--- src/rtl/doorlock_pkg.sv ---
// Shared definitions for the door-lock key interface: FSM state encodings,
// the released-key constant and the BCD digit to one-hot key decode.
package doorlock_pkg;

  typedef enum logic [2:0] {
    ST_IDLE      = 3'd0,
    ST_START_ON  = 3'd1,
    ST_START_GAP = 3'd2,
    ST_KEY_ON    = 3'd3,
    ST_KEY_GAP   = 3'd4,
    ST_STOP_ON   = 3'd5,
    ST_DONE      = 3'd6
  } keyer_state_t;

  localparam logic [9:0] KEY_NONE = 10'b0;

  // Digits above 9 map to "no key" so a bad nibble can never press anything.
  function automatic logic [9:0] bcd_to_onehot(input logic [3:0] digit);
    logic [9:0] one_hot;
    one_hot = 10'd1;
    if (digit > 4'd9) begin
      one_hot = KEY_NONE;
    end else begin
      one_hot = one_hot << digit;
    end
    return one_hot;
  endfunction

endpackage

--- src/rtl/doorlock_keyer_timer.sv ---
// Phase counter for the keyer: restarts from 0 on clear and flags the last
// cycle of a phase whose length is given by limit.
module keyer_timer #(
  parameter int W = 4
) (
  input  logic         clock,
  input  logic         reset,
  input  logic         clear,
  input  logic [W-1:0] limit,
  output logic         last
);

  logic [W-1:0] r_cnt;

  always_ff @(posedge clock) begin
    if (reset || clear) begin
      r_cnt <= '0;
    end else begin
      r_cnt <= r_cnt + W'(1);
    end
  end

  assign last = (r_cnt == limit - W'(1));

endmodule

--- src/rtl/doorlock_keyer.sv ---
// Replays a stored BCD code onto the lock's key inputs as a framed sequence:
// start press, one one-hot key press per digit (MSD first), stop press.
module doorlock_keyer
  import doorlock_pkg::*;
#(
  parameter int   NUM_DIGITS = 3,
  parameter int   HOLD_CYC   = 1000,
  parameter int   GAP_CYC    = 1000,
  parameter logic ACT_LVL    = 1'b1
) (
  input  logic                    clock,
  input  logic                    reset,
  input  logic                    go,
  input  logic [4*NUM_DIGITS-1:0] code,
  output logic [9:0]              num,
  output logic                    start,
  output logic                    stop,
  output logic                    busy,
  output logic                    done,
  output logic                    err,
  output logic [2:0]              dbg_state
);

  localparam int MAX_CYC = (HOLD_CYC > GAP_CYC) ? HOLD_CYC : GAP_CYC;
  localparam int TMR_W   = $clog2(MAX_CYC + 1);
  localparam int IDX_W   = (NUM_DIGITS > 1) ? $clog2(NUM_DIGITS) : 1;
  localparam logic [IDX_W-1:0] LAST_IDX = IDX_W'(NUM_DIGITS - 1);

  keyer_state_t            r_state;
  logic [4*NUM_DIGITS-1:0] r_code;
  logic [IDX_W-1:0]        r_idx;
  logic [9:0]              r_num;
  logic                    r_start;
  logic                    r_stop;
  logic                    r_busy;
  logic                    r_done;
  logic                    r_err;

  logic                    w_last;
  logic                    w_clear;
  logic [TMR_W-1:0]        w_limit;
  logic                    w_code_ok;
  logic [IDX_W-1:0]        w_sel_idx;
  logic [3:0]              w_digit;

  // Gap phases use GAP_CYC, every press phase uses HOLD_CYC.
  assign w_limit = ((r_state == ST_START_GAP) || (r_state == ST_KEY_GAP)) ?
                   TMR_W'(GAP_CYC) : TMR_W'(HOLD_CYC);
  assign w_clear = (r_state == ST_IDLE) || (r_state == ST_DONE) || w_last;

  keyer_timer #(.W(TMR_W)) u_timer (
    .clock (clock),
    .reset (reset),
    .clear (w_clear),
    .limit (w_limit),
    .last  (w_last)
  );

  always_comb begin
    w_code_ok = 1'b1;
    for (int i = 0; i < NUM_DIGITS; i++) begin
      if (code[4*i +: 4] > 4'd9) w_code_ok = 1'b0;
    end
  end

  // The digit is looked up one phase early so the key press is registered
  // on the same edge that enters KEY_ON.
  assign w_sel_idx = (r_state == ST_KEY_GAP) ? r_idx + IDX_W'(1) : r_idx;

  always_comb begin
    w_digit = 4'd0;
    for (int i = 0; i < NUM_DIGITS; i++) begin
      if (w_sel_idx == IDX_W'(i)) w_digit = r_code[4*(NUM_DIGITS-1-i) +: 4];
    end
  end

  // go is a valid-only request with no ready: it is taken when seen in IDLE
  // and dropped in any other state; the sender learns the outcome from
  // busy (accepted) or err (rejected) on the following cycle.
  always_ff @(posedge clock) begin
    if (reset) begin
      r_state <= ST_IDLE;
      r_code  <= '0;
      r_idx   <= '0;
      r_num   <= KEY_NONE;
      r_start <= ~ACT_LVL;
      r_stop  <= ~ACT_LVL;
      r_busy  <= 1'b0;
      r_done  <= 1'b0;
      r_err   <= 1'b0;
    end else begin
      r_done <= 1'b0;
      r_err  <= 1'b0;
      unique case (r_state)
        ST_IDLE: begin
          if (go) begin
            if (w_code_ok) begin
              r_code  <= code;
              r_idx   <= '0;
              r_start <= ACT_LVL;
              r_busy  <= 1'b1;
              r_state <= ST_START_ON;
            end else begin
              r_err <= 1'b1;
            end
          end
        end
        ST_START_ON: begin
          if (w_last) begin
            r_start <= ~ACT_LVL;
            r_state <= ST_START_GAP;
          end
        end
        ST_START_GAP: begin
          if (w_last) begin
            r_num   <= bcd_to_onehot(w_digit);
            r_state <= ST_KEY_ON;
          end
        end
        ST_KEY_ON: begin
          if (w_last) begin
            r_num   <= KEY_NONE;
            r_state <= ST_KEY_GAP;
          end
        end
        ST_KEY_GAP: begin
          if (w_last) begin
            if (r_idx == LAST_IDX) begin
              r_stop  <= ACT_LVL;
              r_state <= ST_STOP_ON;
            end else begin
              r_idx   <= w_sel_idx;
              r_num   <= bcd_to_onehot(w_digit);
              r_state <= ST_KEY_ON;
            end
          end
        end
        ST_STOP_ON: begin
          if (w_last) begin
            r_stop  <= ~ACT_LVL;
            r_busy  <= 1'b0;
            r_done  <= 1'b1;
            r_state <= ST_DONE;
          end
        end
        ST_DONE: begin
          r_state <= ST_IDLE;
        end
        default: begin
          r_state <= ST_IDLE;
        end
      endcase
    end
  end

  assign num       = r_num;
  assign start     = r_start;
  assign stop      = r_stop;
  assign busy      = r_busy;
  assign done      = r_done;
  assign err       = r_err;
  assign dbg_state = r_state;

endmodule

--- config.mk ---
export PLATFORM = sky130hd
export DESIGN_NAME = doorlock_keyer
export DESIGN_NICKNAME = d
export VERILOG_FILES = /design/src/rtl/doorlock_pkg.sv /design/src/rtl/doorlock_keyer_timer.sv /design/src/rtl/doorlock_keyer.sv
export SDC_FILE = /design/constraint.sdc
export NUM_CORES = 1
export LEC_CHECK = 0
export CAP_MARGIN = 15
export CORE_MARGIN = 2
export CORE_UTILIZATION = 56
export CTS_CLUSTER_SIZE = 28
export DETAILED_ROUTE_END_ITERATION = 6
export GPL_TIMING_DRIVEN = 0
export PLACE_DENSITY_LB_ADDON = 0.2
export SYNTH_ARGS = -nofsm -noshare
export SYNTH_HDL_FRONTEND = slang
export SYNTH_SLANG_ARGS = --single-unit
--- constraint.sdc ---
create_clock -name clock -period 3.9 [get_ports clock]
set_clock_uncertainty 0.2 [all_clocks]
set_input_delay 0.39 -clock clock [delete_from_list [all_inputs] [get_ports clock]]
set_output_delay 0.39 -clock clock [all_outputs]
set_load 0.01 [all_outputs]
### Word-level counts from Yosys, hierarchy flattened

Index checks and enable logic that the tools add are counted.

* $add $sub $neg: 2
* $lt $le $gt $ge: 4
* equality and inequality tests: 19
* shifts and indexed selects: 1
* mux-type cells: 37
* bitwise gates (word level): 3
* reductions and logical operators: 19

Operators with widths (count)
* $mux 10: 5
* $pmux 10 s3: 1
* $mux 3: 8
* $pmux 3 s6: 1
* $gt 4x4->1 const B: 4
* $ne 2x2->1 const B: 8
* $mux 4: 3
* $reduce_and 4->1: 3
* $add 10x1->10 const B: 1
* $eq 10x10->1 const B: 1
* $mux 1: 10
* $mux 2: 5
* $reduce_and 5->1: 2
* $shl 1x4->10 const A: 1
* $eq 3x3->1 const B: 3
* $reduce_bool 2->1: 4
* $reduce_and 7->1: 1
* $eq 3x2->1 const B: 2
* $pmux 1 s2: 3
* $eq 2x2->1 const B: 2
* $pmux 2 s2: 1
* $eq 3x1->1 const B: 1
* $logic_not 3->1: 1
* $logic_or 1x1->1: 3
* other kinds (9): 11

* flip-flop bits (word level): 42
* output and inout port bits: 18
* word-level logic and storage cells: 95

### Logic depth before layout (Yosys ltp)

Gate-level depths: netlist of the first run.

* depth after elaboration: 11
* depth in mapped cells: 12

### By module

From an unflattened synthesis of the first run, not the netlist that was laid out.

* cells, all modules: 258
* area total of the unflattened synthesis: 2347.3 um^2

Modules (own cells, without submodules)
* doorlock_keyer: times used 1, cells each 168, area an instance 1634.1 um^2, sequential area each 640.6 um^2
* keyer_timer: times used 1, cells each 90, area an instance 713.2 um^2, sequential area each 200.2 um^2

### Worst setup path after synthesis of the first run

No wires, ideal clock.

* kind: register to register
* from: reg r_state[0], in the netlist dbg_state[0]
* to: reg r_num[0], in the netlist num[0]
* data arrival time: 2.390 ns
* required time: 3.629 ns
* slack: 1.239 ns
* cell stages (with the launch flop): 13
* buffers on the path: 3
* period minus slack after synthesis: 2.661 ns
* cell sequence: dfxtp_1 > buf_6 > or3b_4 > buf_6 > inv_1 > ha_1 > buf_2 > nand2_1 > a211oi_1 > a311o_1 > and4bb_1 > nand3_1 > a21oi_1

* cells in the longest elaborated chain, start to end: 11

Ends and longest elaborated chain
* from (decl): line doorlock_keyer.sv:29 `keyer_state_t r_state;`
* from (signal assigned): line doorlock_keyer.sv:82 `r_state <= ST_IDLE;`
* from (signal assigned): line doorlock_keyer.sv:102 `r_state <= ST_START_ON;`
* from (signal assigned): line doorlock_keyer.sv:111 `r_state <= ST_START_GAP;`
* $eq 3x3->1: line doorlock_keyer.sv:68, doorlock_keyer.sv:94
* $mux 2: line doorlock_keyer.sv:68 `assign w_sel_idx = (r_state == ST_KEY_GAP) ? r_idx + IDX_W'(1) : r_idx;`
* $logic_not 2->1: line doorlock_keyer.sv:73 `if (w_sel_idx == IDX_W'(i)) w_digit = r_code[4*(NUM_DIGITS-1-i) +: 4];`
* $mux 4 (3 in a row): line doorlock_keyer.sv:73
* $gt 4x4->1 / $shl 1x4->10 (equally long branches): line doorlock_pkg.sv:21, doorlock_pkg.sv:24
* $mux 10: line doorlock_pkg.sv:21 `if (digit > 4'd9) begin`
* $mux 10: line doorlock_keyer.sv:128 `if (r_idx == LAST_IDX) begin`
* $mux 10: line doorlock_keyer.sv:127 `if (w_last) begin`
* $pmux 10 s3: line doorlock_keyer.sv:94 `unique case (r_state)`
* to (signal assigned): line doorlock_keyer.sv:116 `r_num <= bcd_to_onehot(w_digit);`
* to (signal assigned): line doorlock_keyer.sv:133 `r_num <= bcd_to_onehot(w_digit);`
* to (decl): line doorlock_keyer.sv:32 `logic [9:0] r_num;`

Several ways; a longest one is shown, not always the timed one. The select of a mux whose other input is x is not followed.
A chain may end at the register's enable or synchronous reset.

### Worst setup path after layout of the first run

* from: reg r_state[0], in the netlist dbg_state[0]
* to: reg r_num[8], in the netlist num[8]

Same word-level chain as after synthesis.

==> results of run 1 <==
per-stage QoR:
stage / hold slack (ps) / power (mW) / util [%] / setup slack [ps]
finish: 258 / 0.710 / 71.3 / 993
global placement: 235 / 0.514 / 69.7 / 1080
global route: 287 / 0.736 / 71.3 / 812
floorplan: 230 / 0.486 / - / 1240
detailed placement: 248 / 0.515 / 69.7 / 1050
CTS: 264 / 0.714 / 71.2 / 1010
synth_stat cells (3+ instances only):
cell type	instances
sky130_fd_sc_hd__and3_1	5
sky130_fd_sc_hd__or3_1	4
sky130_fd_sc_hd__clkbuf_1	6
sky130_fd_sc_hd__dfxtp_1	42
sky130_fd_sc_hd__inv_1	8
sky130_fd_sc_hd__a21oi_1	10
sky130_fd_sc_hd__ha_1	3
sky130_fd_sc_hd__nand2_1	19
sky130_fd_sc_hd__nor2b_1	4
sky130_fd_sc_hd__o21ai_1	5
sky130_fd_sc_hd__mux2i_1	20
sky130_fd_sc_hd__nand3_1	6
sky130_fd_sc_hd__xor2_1	4
sky130_fd_sc_hd__o21ai_0	12
sky130_fd_sc_hd__buf_2	3
sky130_fd_sc_hd__nor2_1	28
sky130_fd_sc_hd__nand2b_1	5
sky130_fd_sc_hd__a211oi_1	3
sky130_fd_sc_hd__a22oi_1	3
cells in the final DEF (no fill, tap or decap), types with 5 or more instances in the layout:
cell type | synthesis | routed
sky130_fd_sc_hd__o21ai_1 | 5 | 5
sky130_fd_sc_hd__clkbuf_1 | 6 | 7
sky130_fd_sc_hd__nand2b_1 | 5 | 5
sky130_fd_sc_hd__nor2_1 | 28 | 28
sky130_fd_sc_hd__o21ai_0 | 12 | 12
sky130_fd_sc_hd__mux2i_1 | 20 | 20
sky130_fd_sc_hd__clkbuf_4 | 0 | 5
sky130_fd_sc_hd__dfxtp_1 | 42 | 42
sky130_fd_sc_hd__nand2_1 | 19 | 19
sky130_fd_sc_hd__inv_1 | 8 | 8
sky130_fd_sc_hd__clkdlybuf4s50_1 | 0 | 32
sky130_fd_sc_hd__and3_1 | 5 | 5
sky130_fd_sc_hd__nand3_1 | 6 | 6
sky130_fd_sc_hd__a21oi_1 | 10 | 10
routing by layer:
layer  up-vias  GRT usage [%]  wire length, microns
li1        859              -                     -
met1       781           28.2                  1990
met4         0           7.34                    53
met2        36           37.4                  1840
met5         -              0                     0
met3         6           5.18                   210
worst register-to-register path: stages (launching register included):
cell,delay [ps]
sky130_fd_sc_hd__dfxtp_1,340
sky130_fd_sc_hd__buf_6,140
sky130_fd_sc_hd__or3b_4,390
sky130_fd_sc_hd__buf_6,160
sky130_fd_sc_hd__inv_1,50
sky130_fd_sc_hd__ha_1,210
sky130_fd_sc_hd__buf_2,180
sky130_fd_sc_hd__nand2_1,80
sky130_fd_sc_hd__a211oi_1,40
sky130_fd_sc_hd__a311oi_1,470
sky130_fd_sc_hd__and4bb_1,320
sky130_fd_sc_hd__nand3b_1,100
sky130_fd_sc_hd__a21oi_1,150
worst max-delay path by stage:
stage	from	to	slack, ps	cells past startpoint
detailed placement	dbg_state[0]$_SDFFE_PP0P_	num[8]$_SDFFE_PP0P_	1050	12
floorplan	dbg_state[0]$_SDFFE_PP0P_	num[0]$_SDFFE_PP0P_	1240	12
finish	dbg_state[0]$_SDFFE_PP0P_	num[8]$_SDFFE_PP0P_	990	12
CTS	dbg_state[0]$_SDFFE_PP0P_	num[8]$_SDFFE_PP0P_	1010	12
global route	dbg_state[0]$_SDFFE_PP0P_	num[0]$_SDFFE_PP0P_	810	12
global placement	dbg_state[0]$_SDFFE_PP0P_	num[8]$_SDFFE_PP0P_	1080	12
power breakdown:
part | switching (mW) | internal, mW
clock | 0.137 | 0.0673
sequential | 0.00496 | 0.437
combinational | 0.0304 | 0.0343
cell families after synthesis:
family                     share of synthesized area, %
AOI/OAI and AO/OA                                  14.4
DFF                                                42.7
muxes                                              10.2
and+or+nand+nor                                    23.5
buffers and inverters                              4.58
xor gates and xnor gates                           2.67
adders and majority gates                          1.91
sequential cells by signal (all words and copies together) (netlist names), 2 cells and up:
name	count
r_idx	2
num	10
r_code	12
u_timer.r_cnt	10
dbg_state	3
layout make-up:
class	instances	area [sq um]
clock buffer	6	41.3
sequential	42	841
timing repair buffer	33	325
fill	292	965
clock inverter	1	7.51
buffer	11	60.1
tap	46	57.6
inverter	8	30.0
multi-input combinational	159	1040
==> flow_summary.toml, run 1 <==
[outcome]
run_status = "finished, final reports clean"

[critical_path]
timing.rr.end = "num[8]$_SDFFE_PP0P_"
critical-path-top-cell-by-count = "sky130_fd_sc_hd__buf_6"
timing.setup.critical_path_class = "flop to flop"
critical_path.max_stage_delay_ps = 470
crit_path_cell_trace = "buf_6 -> or3b_4 -> buf_6 -> inv_1 -> ha_1 -> buf_2 -> nand2_1 -> a211oi_1 -> a311oi_1 -> and4bb_1 -> nand3b_1 -> a21oi_1"
cp_num_buf_inv = 4
worst-endpoint-arrival_ps = 3000
timing.critical_path.required_ps = 3990
critical-path-slowest-cell = "sky130_fd_sc_hd__a311oi_1"
worstRegToRegCells = 12
worstSetupStartpointType = "flop"
path_delay_family = "simple AND/OR/NAND/NOR gates"
reg2reg_slack_ps = 990
critPathCaptureType = "flop"
worst-path-max-fanout = 10
worstReg2RegStart = "dbg_state[0]$_SDFFE_PP0P_"

[clocking]
clkSinkCount = 42
clk-insertion-delay-late_ps = 360
clkSlewWorstSetupHoldPaths_ps = 120
max-clock-path-buffers = 2
h-tree-depth = 2
cts_tree = "yes"
postCtsSetupRepairBufs = 0
numCtsBuffers = 5
clock_tree.root_cell = "sky130_fd_sc_hd__clkbuf_4"
hold_buf_count_cts = 0
cts_resized = 0

[yosys]
seq_area_frac_synth_pct = 42.7
netlist.top_cell.by_area = "sky130_fd_sc_hd__dfxtp_1"
asyncSetResetFlopFracSynth_pct = 0
synth_top_cells_by_area = "sky130_fd_sc_hd__dfxtp_1 (43%), sky130_fd_sc_hd__mux2i_1 (10%), sky130_fd_sc_hd__nor2_1 (5.3%)"
synth_flop_type = "sky130_fd_sc_hd__dfxtp_1"
yosys_register_bits = 42
synthesized_nets = 238
synthesized_instance_count = 220
syn-mean-instance-area_sq_um = 8.94
ys_warn_count = 0
synth_top_area_share_pct = 42.7
edff_count_synth = 0
syn-cell-area_sq_um = 1970
yosysUniqueCellTypes = 45

[drt]
postRouteAntennaNets = 0
routed-via-count = 1682
number_of_drc_violations_after_detailed_routing = 0
drt_first_iter_violations = 47
detail_route.wirelength_mm = 4.09
drtPass1Iterations = 4
post_drt_via_cell_ratio = 5.50
drt-wirelength-per-cell_microns = 13.4

[sta]
worst_slew_margin_rel_pct = 59.8
final-setup-viol-count = 0
pins_over_their_slew_limit = 0
final_hold_vio_count = 0
timing.final.crit_period_ps = 2910
unrepaired_setup_endpoints_after_global_routing = "false"
fin_setup_tns_ps = 0
timing_worst_slew_pin_value_ps = 599
min_period_over_period_pct = 74.5
clock.fmax_ghz = 0.344

[placed_design]
dp.cells = 298
post_dp_cell_area_sq_um = 2340
place.gp.congestion = 0.825
hpwl_mm = 2.97
io_buffers = 32

[power]
pwr_density_cell_nw_per_um2 = 296
total_leakage_power_nw = 0.936
ir_drop_uv = 255

[floorplanning]
die_h_microns = 63.3
core-area_sq_um = 3360
rows = 21
die_area_sq_um = 4000
die_outline_width_microns = 63.3
design.portCount = 33
floorplan.initialDensity_pct = 58.5

[run]
maxCapViolations = 0

[hold_path]
min_path_type = "flop to flop"
hold_depth = 2
min-delay-start = "num[6]$_SDFFE_PP0P_"
timing.hold.worst_endpoint = "num[6]$_SDFFE_PP0P_"

[global_route]
combined_global_route_utilization_of_all_metal_layers_pct = 22.3
first_global_vias = 1641
grt.overflow.total = 0
grt_start_max_net_pins = 13
grt_pass1_wl_mm = 7.08
antenna_found_initial = 0

[finish]
layout.cell_area.non_filler_sq_um = 2400
final-instance-count-excl-fill = 306
synthToLayoutAreaGrowth_pct = 21.9
proportion_of_layout_cells_with_a_drive_suffix_above_1_pct = 6.92
fin_nets = 278
num_antenna_cells = 0
(Power assumes the default switching activity.)
==> run 2: changes to the inputs <==
--- a/config.mk
+++ b/config.mk
@@ -7,7 +7,7 @@
 export LEC_CHECK = 0
 export CAP_MARGIN = 15
 export CORE_MARGIN = 2
-export CORE_UTILIZATION = 56
+export CORE_UTILIZATION = 52
 export CTS_CLUSTER_SIZE = 28
 export DETAILED_ROUTE_END_ITERATION = 6
 export GPL_TIMING_DRIVEN = 0
==> constraint.sdc (replaced) <==
create_clock -name clock -period 3 [get_ports clock]
set_clock_uncertainty 0.2 [all_clocks]
set_input_delay 0.3 -clock clock [delete_from_list [all_inputs] [get_ports clock]]
set_output_delay 0.3 -clock clock [all_outputs]
set_load 0.01 [all_outputs]
==> run 2 against run 1 <==
  * Combinational power up 33%
  * Sequential cell count did not move
  * Die area rose by 7.2%
  * Critical path type unchanged
  * Critical endpoint is now num[0]$_SDFFE_PP0P_
==> flow_summary.toml, run 2 (synthesis results as in run 1) <==
[critical_path]
reg2reg_slack_ps = 140
worst-path-max-fanout = 10
critical-path-top-cell-by-count = "sky130_fd_sc_hd__buf_6"
worst-endpoint-arrival_ps = 2880
path_delay_family = "simple AND/OR/NAND/NOR gates"
crit_path_cell_trace = "buf_6 -> or3b_4 -> buf_6 -> inv_1 -> ha_1 -> buf_2 -> nand2_1 -> a211oi_1 -> a311oi_2 -> and4bb_2 -> nand3_1 -> a21oi_1"
timing.critical_path.required_ps = 3020
worstReg2RegStart = "dbg_state[0]$_SDFFE_PP0P_"
cp_num_buf_inv = 4
timing.rr.end = "num[0]$_SDFFE_PP0P_"
critical-path-slowest-cell = "sky130_fd_sc_hd__or3b_4"
worstRegToRegCells = 12
critPathCaptureType = "flop"
worstSetupStartpointType = "flop"
critical_path.max_stage_delay_ps = 400
timing.setup.critical_path_class = "flop to flop"

[clocking]
max-clock-path-buffers = 2
clkSlewWorstSetupHoldPaths_ps = 80
clk-insertion-delay-late_ps = 290
cts_tree = "yes"
h-tree-depth = 2
numCtsBuffers = 5
clkSinkCount = 42
clock_tree.root_cell = "sky130_fd_sc_hd__clkbuf_8"
hold_buf_count_cts = 0

[hold_path]
hold_depth = 2
min_path_type = "flop to flop"
timing.hold.worst_endpoint = "num[9]$_SDFFE_PP0P_"
min-delay-start = "num[9]$_SDFFE_PP0P_"

[finish]
most_frequent_standard_cell_in_the_layout_excluding_fill_and_tap_cells = "sky130_fd_sc_hd__dfxtp_1"
num_antenna_cells = 0
fin_nets = 279
proportion_of_layout_cells_with_a_drive_suffix_above_1_pct = 8.40
synthToLayoutAreaGrowth_pct = 25.0
fillers = 316
max_flop_register = "r_code"
final_cell_mix = "sky130_fd_sc_hd__dfxtp_1 (42), sky130_fd_sc_hd__clkdlybuf4s50_1 (32), sky130_fd_sc_hd__nor2_1 (28), sky130_fd_sc_hd__mux2i_1 (20), sky130_fd_sc_hd__nand2_1 (19)"
largest_register_ffs = 12

[sta]
unrepaired_setup_endpoints_after_global_routing = "false"
fin_setup_tns_ps = 0
final_hold_vio_count = 0
timing_worst_slew_pin_value_ps = 597
min_period_over_period_pct = 95.4
worst_slew_margin_rel_pct = 59.8
final-setup-viol-count = 0
whs_ps = 245
pins_over_their_slew_limit = 0
timing.final.crit_period_ps = 2860
clock.fmax_ghz = 0.349

[global_route]
first_global_vias = 1518
grt_pass1_wl_mm = 6.79
antenna_found_initial = 0
grt.overflow.total = 0
combined_global_route_utilization_of_all_metal_layers_pct = 20.7
grt_start_max_net_pins = 13

[drt]
drtPass1Iterations = 4
post_drt_via_cell_ratio = 5.40
routed-via-count = 1673
postRouteAntennaNets = 0
drt-wirelength-per-cell_microns = 12.9
number_of_drc_violations_after_detailed_routing = 0
detail_route.wirelength_mm = 3.99
drt_first_iter_violations = 85

[placed_design]
hpwl_mm = 2.89
place.gp.congestion = 0.787
io_buffers = 32

[floorplanning]
core-area_sq_um = 3660
design.portCount = 33
die_area_sq_um = 4290
die_outline_width_microns = 65.5
rows = 22
die_h_microns = 65.5
floorplan.initialDensity_pct = 53.7

[run]
maxCapViolations = 0

[outcome]
run_status = "finished, final reports clean"

[power]
ir_drop_uv = 310
total_leakage_power_nw = 0.964
pwr_density_cell_nw_per_um2 = 418
## run 2: power breakdown
part	internal, mW	switching, mW	total, mW	leakage (nW)
registers	0.567	0.00644	0.574	0.340
clock network	0.186	0.181	0.367	0.0482
logic	0.0454	0.0405	0.0859	0.576
total	0.798	0.228	1.03	0.964
## run 2: routing by layer
| layer | part of all wire [%] | global-route usage [%] |
|---|---|---|
| met1 | 48 | 27.8 |
| met5 | 0 | 0 |
| met4 | 1.8 | 9.90 |
| met3 | 6.2 | 4.62 |
| met2 | 44 | 31.5 |
## run 2: final cells by class
| cell class | count | area, sq um | share of cell area [%] |
|---|---|---|---|
| multi-input combinational | 159 | 1040 | 42.4 |
| sequential | 42 | 841 | 34.2 |
| timing repair buffer | 34 | 333 | 13.5 |
| clock buffer | 7 | 86.3 | 3.51 |
| buffer | 11 | 60.1 | 2.44 |
| tap | 48 | 60.1 | 2.44 |
| inverter | 8 | 30.0 | 1.22 |
| clock inverter | 1 | 5.00 | 0.204 |
## run 2: how the worst max path moves through the flow
stage,start,to,cells after the start
floorplan,dbg_state[0]$_SDFFE_PP0P_,num[0]$_SDFFE_PP0P_,12
global placement,dbg_state[0]$_SDFFE_PP0P_,num[0]$_SDFFE_PP0P_,12
detailed placement,dbg_state[0]$_SDFFE_PP0P_,num[0]$_SDFFE_PP0P_,12
CTS,dbg_state[0]$_SDFFE_PP0P_,num[0]$_SDFFE_PP0P_,12
global route,dbg_state[0]$_SDFFE_PP0P_,num[0]$_SDFFE_PP0P_,12
finish,dbg_state[0]$_SDFFE_PP0P_,num[0]$_SDFFE_PP0P_,12
## run 2: what timing repair did
action	in CTS	in global routing
resized for setup	0	3
setup buffers	0	1
endpoints found under the setup margin	0	4
endpoints found under the hold margin	0	0
## run 2: worst reg2reg max path, delay by kind of cell (launching register included)
kind	cells	cell delay [ps]
buf+inv	4	540
simple gates	4	900
compound gates	3	610
fa+ha+maj	1	210
flops	1	330
## run 2: per-stage QoR
stage                     utilization [%]  worst slack [ps]  power [mW]  instances  area, sq um
after detailed placement             64.1              94.2       0.671        300         2350
after global placement               64.1               161       0.669        300         2350
final                                67.2               138        1.03        310         2460
after global routing                 67.2              7.17        1.07        310         2460
after floorplan                         -               339       0.631        220         1970
after CTS                            66.6              64.8        1.03        308         2440
==> run 3: changes to the inputs <==
--- a/config.mk
+++ b/config.mk
@@ -7,7 +7,7 @@
 export LEC_CHECK = 0
 export CAP_MARGIN = 15
 export CORE_MARGIN = 2
-export CORE_UTILIZATION = 52
+export CORE_UTILIZATION = 56
 export CTS_CLUSTER_SIZE = 28
 export DETAILED_ROUTE_END_ITERATION = 6
 export GPL_TIMING_DRIVEN = 0
==> constraint.sdc (replaced) <==
create_clock -name clock -period 3.6 [get_ports clock]
set_clock_uncertainty 0.2 [all_clocks]
set_input_delay 0.36 -clock clock [delete_from_list [all_inputs] [get_ports clock]]
set_output_delay 0.36 -clock clock [all_outputs]
set_load 0.01 [all_outputs]
==> results of run 3 <==
The final DEF is identical to that of run 1. Status: finished, final reports clean.
Among the figures that moved: setup slack after placement 1050 ps -> 748 ps; setup slack after layout 993 ps -> 693 ps; register-to-register setup slack 990 ps -> 690 ps; total power 0.710 mW -> 0.770 mW; worst IR drop on VDD 255 uV -> 276 uV
==> RTL edit (settings of run 2) <==
The parameter `NUM_DIGITS` goes from 3 to 5.
--- a/src/rtl/doorlock_keyer.sv
+++ b/src/rtl/doorlock_keyer.sv
@@ -4,5 +4,5 @@
   import doorlock_pkg::*;
 #(
-  parameter int   NUM_DIGITS = 3,
+  parameter int   NUM_DIGITS = 5,
   parameter int   HOLD_CYC   = 1000,
   parameter int   GAP_CYC    = 1000,
Interface: changed (resized code); port bits go from 33 to 41. The function was not compared with the original's and may differ.
==> RTL edit against run 2 <==
  * Total power rose by 15%
  * Non-clock buffer count rose by 14
  * Cell area rose by 29%
  * Cell count rose by 24%
  * Sequential cell count rose by 9
  * Critical path depth fell by 2
  * Global-route usage rose by 2.5 points
  * Routed wire length rose by 46%
  * Count of clock-buffer cells in the layout fell by 1
  * Worst setup slack got worse by 19 ps
  * Combinational power rose by 4.4%
  * Synthesized area rose by 28%
  * Highest routed layer unchanged
==> RTL edit: results (changes against run 2) <==
critical_path:
  critical_path_arrival_ps: 2920  # +40 ps
  timing.critical_path.to: "num[5]$_SDFFE_PP0P_"
  r2r_slack_ps: 120  # -20 ps
  worstReg2RegStart: "r_idx[0]$_SDFFE_PP0P_"
  worstRegToRegCells: 10  # -2
  critPathMaxStageDelay_ps: 540  # +140 ps
power:
  power.ir.vdd_worst_v: 0.0002757  # -11%
  power_combinational_w: 0.0000897  # +4.4%
yosys:
  yosysUniqueCellTypes: 56  # +24%
  yosys-mux-area-fraction_pct: 13.82  # +3.6 points
  yosysSeqAreaShare_pct: 40.42  # -2.3 points
  synth.net_count: 308  # +29%
  synth_compound_gate_area_share_pct: 12.93  # -1.4 points
run_status:
  status: "completed"
worst_hold_path:
  timing.hold.worst.start: "num[1]$_SDFFE_PP0P_"
  min_delay_worst_endpoint: "num[1]$_SDFFE_PP0P_"
drt:
  met1_length_mm: 2.590  # +35%
  detailroute.wirelength.met3_um: 245  # -0.41%
  wirelength_mm: 5.835  # +46%
  dr.first_iter.drc_count: 84  # -1.2%
place:
  place_ws_ps: -291.3  # -385.5 ps
  place_hpwl_mm: 4.151  # +44%
  place_congestion: 0.8061  # +2.4%
  placement.io_buffers: 39  # +22%
cells_and_area:
  drive_above_1_share_pct: 11.48  # +3.1 points
  finalNetCount: 357  # +28%
timing:
  final_period_minus_worst_setup_slack_ps: 2881  # +19.47 ps
  tightestPinTransition_ps: 853.1  # +255.6 ps
grt:
  grt_pass1_vias: 2090  # +38%
==> RTL edit: cell types whose count changed in the layout (fill, tap and decap cells not counted), sizes merged, moves of 4 or more <==
| cell | delta |
|---|---|
| a21oi | +7 |
| buf | +4 |
| dfxtp | +9 |
| nor3 | +6 |
| nor2 | +17 |
| and3 | -4 |
| clkdlybuf4s50 | +7 |
| mux2i | +7 |
| o21ai | -8 |
==> RTL edit: layout make-up <==
cell class / instances / area (um2)
repair buffers: 42 / 412.9
multi-input cells: 206 / 1436
well taps: 54 / 67.56
plain buffers: 17 / 98.84
clock buffers: 6 / 82.58
inverters: 8 / 30.03
flip-flops and latches: 51 / 1028
fillers: 398 / 1530
clock inverters: 1 / 5.005
==> RTL edit: through the flow <==
| step | instances | total power (W) | TNS (ps) | area (um2) |
|---|---|---|---|---|
| 2_1_floorplan | 282 | 0.0007462 | 0 | 2527 |
| 5_1_grt | 385 | 0.001219 | 0 | 3162 |
| 4_1_cts | 384 | 0.001189 | 0 | 3134 |
| 6_report | 385 | 0.001180 | 0 | 3162 |
| 3_3_place_gp | 375 | 0.0007925 | -780.7 | 2985 |
| 3_5_place_dp | 375 | 0.0007940 | -1096 | 2985 |
==> RTL edit: timing repair <==
item / in CTS / in global routing
endpoints found under the setup margin: 10 / 8
buffers inserted: 2 / 1
pin swaps: 2 / 2
gates resized for setup: 12 / 6
==> RTL edit: worst reg2reg max path: stages, from the launching register on <==
cell and delay, ps:
dfxtp_4 360, buf_6 130, inv_2 60, ha_1 280, buf_4 180, mux2i_1 120, mux4_2 490, nor4_4 220
a21oi_4 80, or4b_4 540, a21oi_2 140
